File: config.mk
export PLATFORM = sky130hd
export DESIGN_NAME = hawk_tbl_wr_mngr
export DESIGN_NICKNAME = d
export VERILOG_FILES = /design/src/rtl/hawk_tbl_wr_mngr.sv
export SDC_FILE = /design/constraint.sdc
export NUM_CORES = 2
export LEC_CHECK = 0
export CAP_MARGIN = 40
export CORE_AREA = 2 2 541 543
export CTS_CLUSTER_DIAMETER = 100
export DETAILED_ROUTE_END_ITERATION = 10
export DIE_AREA = 0 0 543 545
export GPL_ROUTABILITY_DRIVEN = 0
export PLACE_DENSITY = 0.34
export SLEW_MARGIN = 20
export SYNTH_ARGS = -nofsm -noshare
export SYNTH_HDL_FRONTEND = slang
export SYNTH_SLANG_ARGS = --single-unit
File: constraint.sdc
create_clock -name clk_i -period 2.45 [get_ports clk_i]
set_input_delay 0.3675 -clock clk_i [delete_from_list [all_inputs] [get_ports clk_i]]
set_output_delay 0.3675 -clock clk_i [all_outputs]
set_load 0.005 [all_outputs]
File: src/rtl/hawk_tbl_wr_mngr.sv
// HAWK table write manager: merges one ATT/TOL entry into its cacheline and
// writes the line back with a single-beat AXI4 write, then reports done/error.
module hawk_tbl_wr_mngr #(
  parameter int                    AXI_ADDR_W = 64,
  parameter int                    AXI_DATA_W = 512,
  parameter int                    AXI_ID_W   = 4,
  parameter logic [AXI_ID_W-1:0]   WR_ID      = 4'h1,
  parameter logic [AXI_ADDR_W-1:0] ATT_START  = 64'h8000_0000,
  parameter logic [AXI_ADDR_W-1:0] LIST_START = 64'h8010_0000,
  parameter int                    IDX_W      = 20
) (
  input  logic                    clk_i,
  input  logic                    rst_ni,
  input  logic                    req_valid_i,
  output logic                    req_ready_o,
  input  logic                    req_type_i,
  input  logic [IDX_W-1:0]        req_entry_id_i,
  input  logic [127:0]            req_entry_i,
  input  logic [AXI_DATA_W-1:0]   req_line_i,
  output logic                    done_o,
  output logic                    err_o,
  output logic [31:0]             wr_cnt_o,
  output logic                    awvalid_o,
  input  logic                    awready_i,
  output logic [AXI_ADDR_W-1:0]   awaddr_o,
  output logic [AXI_ID_W-1:0]     awid_o,
  output logic [7:0]              awlen_o,
  output logic [2:0]              awsize_o,
  output logic [1:0]              awburst_o,
  output logic                    wvalid_o,
  input  logic                    wready_i,
  output logic [AXI_DATA_W-1:0]   wdata_o,
  output logic [AXI_DATA_W/8-1:0] wstrb_o,
  output logic                    wlast_o,
  input  logic                    bvalid_i,
  output logic                    bready_o,
  input  logic [1:0]              bresp_i,
  input  logic [AXI_ID_W-1:0]     bid_i
);

  // state  | meaning
  // IDLE   | ready for an update request
  // SEND   | AW and W offered, each until its own handshake
  // WAIT_B | waiting for the write response
  // DONE   | one-cycle done/err report
  typedef enum logic [1:0] {IDLE, SEND, WAIT_B, DONE} state_t;

  state_t                  state, state_nxt;
  logic                    aw_done, w_done, err_flag;
  logic [31:0]             wr_cnt;
  logic [AXI_ADDR_W-1:0]   awaddr_q;
  logic [AXI_DATA_W-1:0]   wdata_q;
  logic [IDX_W-1:0]        n;
  logic [AXI_ADDR_W-1:0]   addr_calc;
  logic [AXI_DATA_W-1:0]   line_calc;
  logic                    accept, aw_fire, w_fire, b_fire, b_err;

  assign req_ready_o = (state == IDLE);
  assign accept      = req_valid_i && req_ready_o;
  assign awvalid_o   = (state == SEND) && !aw_done;
  assign wvalid_o    = (state == SEND) && !w_done;
  assign bready_o    = (state == WAIT_B);
  assign aw_fire     = awvalid_o && awready_i;
  assign w_fire      = wvalid_o && wready_i;
  assign b_fire      = bready_o && bvalid_i;
  assign b_err       = (bresp_i != 2'b00) || (bid_i != WR_ID);
  assign done_o      = (state == DONE);
  assign err_o       = (state == DONE) && err_flag;
  assign wr_cnt_o    = wr_cnt;
  assign awaddr_o    = awaddr_q;
  assign awid_o      = WR_ID;
  assign awlen_o     = 8'd0;
  assign awsize_o    = 3'b110;
  assign awburst_o   = 2'b01;
  assign wdata_o     = wdata_q;
  assign wstrb_o     = '1;
  assign wlast_o     = wvalid_o;

  // ATT packs 8 x 64b entries per line, TOL packs 4 x 128b entries.
  always_comb begin
    n         = req_entry_id_i - IDX_W'(1);
    line_calc = req_line_i;
    if (!req_type_i) begin
      addr_calc = ATT_START + (AXI_ADDR_W'(n >> 3) << 6);
      line_calc[64*n[2:0] +: 64] = req_entry_i[63:0];
    end else begin
      addr_calc = LIST_START + (AXI_ADDR_W'(n >> 2) << 6);
      line_calc[128*n[1:0] +: 128] = req_entry_i;
    end
  end

  always_ff @(posedge clk_i or negedge rst_ni) begin
    if (!rst_ni) state <= IDLE;
    else         state <= state_nxt;
  end

  always_comb begin
    state_nxt = state;
    case (state)
      IDLE:   if (accept) state_nxt = (req_entry_id_i == '0) ? DONE : SEND;
      SEND:   if ((aw_done || aw_fire) && (w_done || w_fire)) state_nxt = WAIT_B;
      WAIT_B: if (b_fire) state_nxt = DONE;
      DONE:   state_nxt = IDLE;
      default: state_nxt = IDLE;
    endcase
  end

  always_ff @(posedge clk_i or negedge rst_ni) begin
    if (!rst_ni) begin
      aw_done  <= 1'b0;
      w_done   <= 1'b0;
      err_flag <= 1'b0;
      wr_cnt   <= '0;
      awaddr_q <= '0;
      wdata_q  <= '0;
    end else begin
      if (accept) begin
        awaddr_q <= addr_calc;
        wdata_q  <= line_calc;
        err_flag <= (req_entry_id_i == '0);
        aw_done  <= 1'b0;
        w_done   <= 1'b0;
      end
      if (state == SEND) begin
        aw_done <= aw_done || aw_fire;
        w_done  <= w_done || w_fire;
      end
      if (b_fire) begin
        if (b_err) err_flag <= 1'b1;
        else       wr_cnt   <= wr_cnt + 32'd1;
      end
    end
  end

endmodule
==> flow_summary.json <==
{
  "outcome": "finished, final reports clean",
  "ant_nets": 0,
  "p_leak_nw": 24.86,
  "wl_met2_um": 162300,
  "antenna_found_initial": 112,
  "irDropWorstVdd_v": 0.0005623,
  "synth_cell_types": 57,
  "cts.clk_slew.worst_paths_ps": 60,
  "h-tree-depth": 3,
  "async_flop_share_pct": 100.0,
  "worst-path-max-fanout": 35,
  "dp_hpwl_um": 258300,
  "start_util_pct": 13.23,
  "setup_tns_ps": 0,
  "num-fill-cells": 31920,
  "grt_pass1_wl_um": 428800,
  "wl_per_cell_um": 32.25,
  "layout_commonest_cell": "clkdlybuf4s50_1",
  "nets": 6766,
  "num_io_pins": 1369,
  "drive_gt1_share_pct": 15.83,
  "dr.pass1.iters": 6,
  "chipHeight_um": 545,
  "core_sq_um": 290100,
  "worstSetupStartpointType": "primary input",
  "max_freq_mhz": 416.8,
  "hold_viol_final": 0,
  "maxSlewHeadroom_pct": 47.79,
  "power.total_w": 0.05704,
  "die-area_sq_um": 295900,
  "crit_arrival_ps": 3070,
  "cts_root_buf": "clkbuf_16",
  "r2r_setup_slack_ps": 260,
  "critPathKind": "in -> reg",
  "top_layer": "met5",
  "tightest_slew_ps": 783.2,
  "cp-end-kind": "register",
  "period_needed_ps": 2399,
  "ys_warn_count": 0,
  "rows": 198,
  "first_global_vias": 46020,
  "rsz0062_at_grt": "no",
  "ys_top_cells_by_area": "dfrtp_1 37%, a211oi_1 10%, nand2_1 8.5%",
  "drtIter0Drc": 3254,
  "drc_errors": 0,
  "grt_use_total_pct": 21.14,
  "setup_viol": 0,
  "critPathRequiredTime_ps": 3120,
  "finalInstanceArea_sq_um": 63330,
  "synth_edf_count": 0,
  "maxSlewViolCount": 0,
  "syn_inst": 4664,
  "netlist_area_sq_um": 38380,
  "mostFrequentLayoutCells": "1212 x clkdlybuf4s50_1, 871 x nand2_1, 566 x dfrtp_1",
  "ys_seq_area_share_pct": 37.10,
  "cts_sinks": 569,
  "drt-met1-wl_um": 121300,
  "grt_max_degree": 101,
  "powerDensity_nw_per_um2": 900.8,
  "vias": 45810,
  "grt.overflow.total": 0,
  "synth-main-ff-cell": "dfrtp_1",
  "io_buffers": 1243,
  "cts_tree": "built",
  "yosys.area.top_type_share_pct": 37.10,
  "wirelength_um": 325500,
  "clkLatencyLatePin_ps": 810,
  "max_cap_violations": 0,
  "yosys_register_bits": 569,
  "syn_avg_cell_area_sq_um": 8.228,
  "post-route-period-util_pct": 97.92,
  "synth.largest_area_cell": "dfrtp_1",
  "placed_area_sq_um": 60180,
  "hp-class": "in -> async",
  "die_w_um": 543,
  "wl_met3_um": 23380,
  "cts_max_path_buffers": 4,
  "numCtsBuffers": 94,
  "vias_per_cell": 4.539,
  "area_delta_synth_final_pct": 65.02,
  "clock_skew_ps": 28.93
}
cell type report:
type	instances	area [sq um]	share of cell area (%)
inverter	82	340.3	0.5374
multi-input combinational	3473	21840	34.50
timing repair buffer	1861	18930	29.89
clock buffer	136	2691	4.250
antenna	52	130.1	0.2055
sequential	569	14240	22.49
tap	3900	4880	7.706
clock inverter	20	269.0	0.4248
metrics by stage:
stage	cells	setup slack, ps	util [%]	hold slack (ps)
2_1_floorplan	4787	-300.4	-	71.91
3_3_place_gp	9882	-1079	20.75	307.6
3_5_place_dp	9882	-1060	20.75	303.9
4_1_cts	10040	5.971	21.78	15.55
5_1_grt	10080	2.409	21.82	54.90
6_report	10090	50.88	21.83	68.38
path summary, 6_finish.rpt:
check / startpoint / end / cells after the start
hold / removal: rst_ni / wdata_o[271] / 2
max in group asynchronous: rst_ni / wdata_o[66] / 4
hold reg to reg: wdata_o[394] / wdata_o[394] / 2
setup / recovery: req_entry_id_i[1] / wdata_o[228] / 13
setup reg to reg: wr_cnt_o[11] / wr_cnt_o[30] / 5
min in group clk_i: wready_i / w_done / 3
worst max-delay path, stage by stage:
cell	delay [ps]
dlygate4sd2_1	360
inv_1	140
buf_4	180
ha_4	260
nand2_1	40
buf_4	160
buf_4	150
o211ai_1	430
buf_12	260
buf_12	230
nor3_1	80
a211oi_1	250
o31ai_1	110
where the power goes:
part	switching, W	internal [W]	leakage [nW]
Clock	0.00576	0.00801	1.45
Combinational	0.0137	0.0124	16.3
Sequential	0.00350	0.0136	7.08
Total	0.0230	0.0341	24.9
timing repair:
| action | CTS | global route |
|---|---|---|
| buffers inserted | 1 | 0 |
| hold buffers | 2 | 0 |
| setup endpoints to repair | 134 | 4 |
| endpoints found under the hold margin | 313 | 0 |
| gates resized for setup | 34 | 3 |
flip-flops by register name, summed over array words and instances, names as in the netlist:
register / count
aw_done: 1
awaddr_o: 20
err_flag: 1
state: 2
w_done: 1
wdata_o: 512
wr_cnt_o: 32
per-layer routing:
metal	track usage, %	up-vias
met2	37.28	2075
met4	11.30	72
li1	-	20280
met3	5.283	500
met5	0	-
met1	23.24	22890
cells in the mapped netlist (2+ instances only):
cell type and n:
nor4_1 72, o31ai_1 385, a221oi_1 256, and3_1 71, o221ai_1 64, nor2_1 107
a31oi_1 2, inv_1 80, o211a_1 64, or2_2 2, nand2_1 873, or3_1 3
o21ai_0 211, o2bb2ai_1 2, mux2i_1 4, conb_1 2, nand4b_1 4, nand3_1 12
xor2_1 20, xnor2_1 25, mux2_2 67, nand4_1 17, a21o_1 66, buf_2 13
nand2b_1 2, buf_6 5, o211ai_1 8, a22o_1 5, a211oi_1 513, nor2b_1 66
and4_1 5, inv_2 2, dfrtp_1 569, ha_1 12, and2_1 5, nor3_1 278
clkbuf_1 509, buf_4 126, nor3_2 37, a21oi_1 75, buf_1 9
cells by family after synthesis:
kind of cell | synth area share (%)
AOI/OAI and AO/OA | 32.13
xor gates and xnor gates | 1.069
adders and majority gates | 0.3912
buffers and inverters | 8.663
DFF | 37.10
muxes | 2.070
other | 0.01957
and+or+nand+nor | 18.55
(Power assumes the default switching activity.)
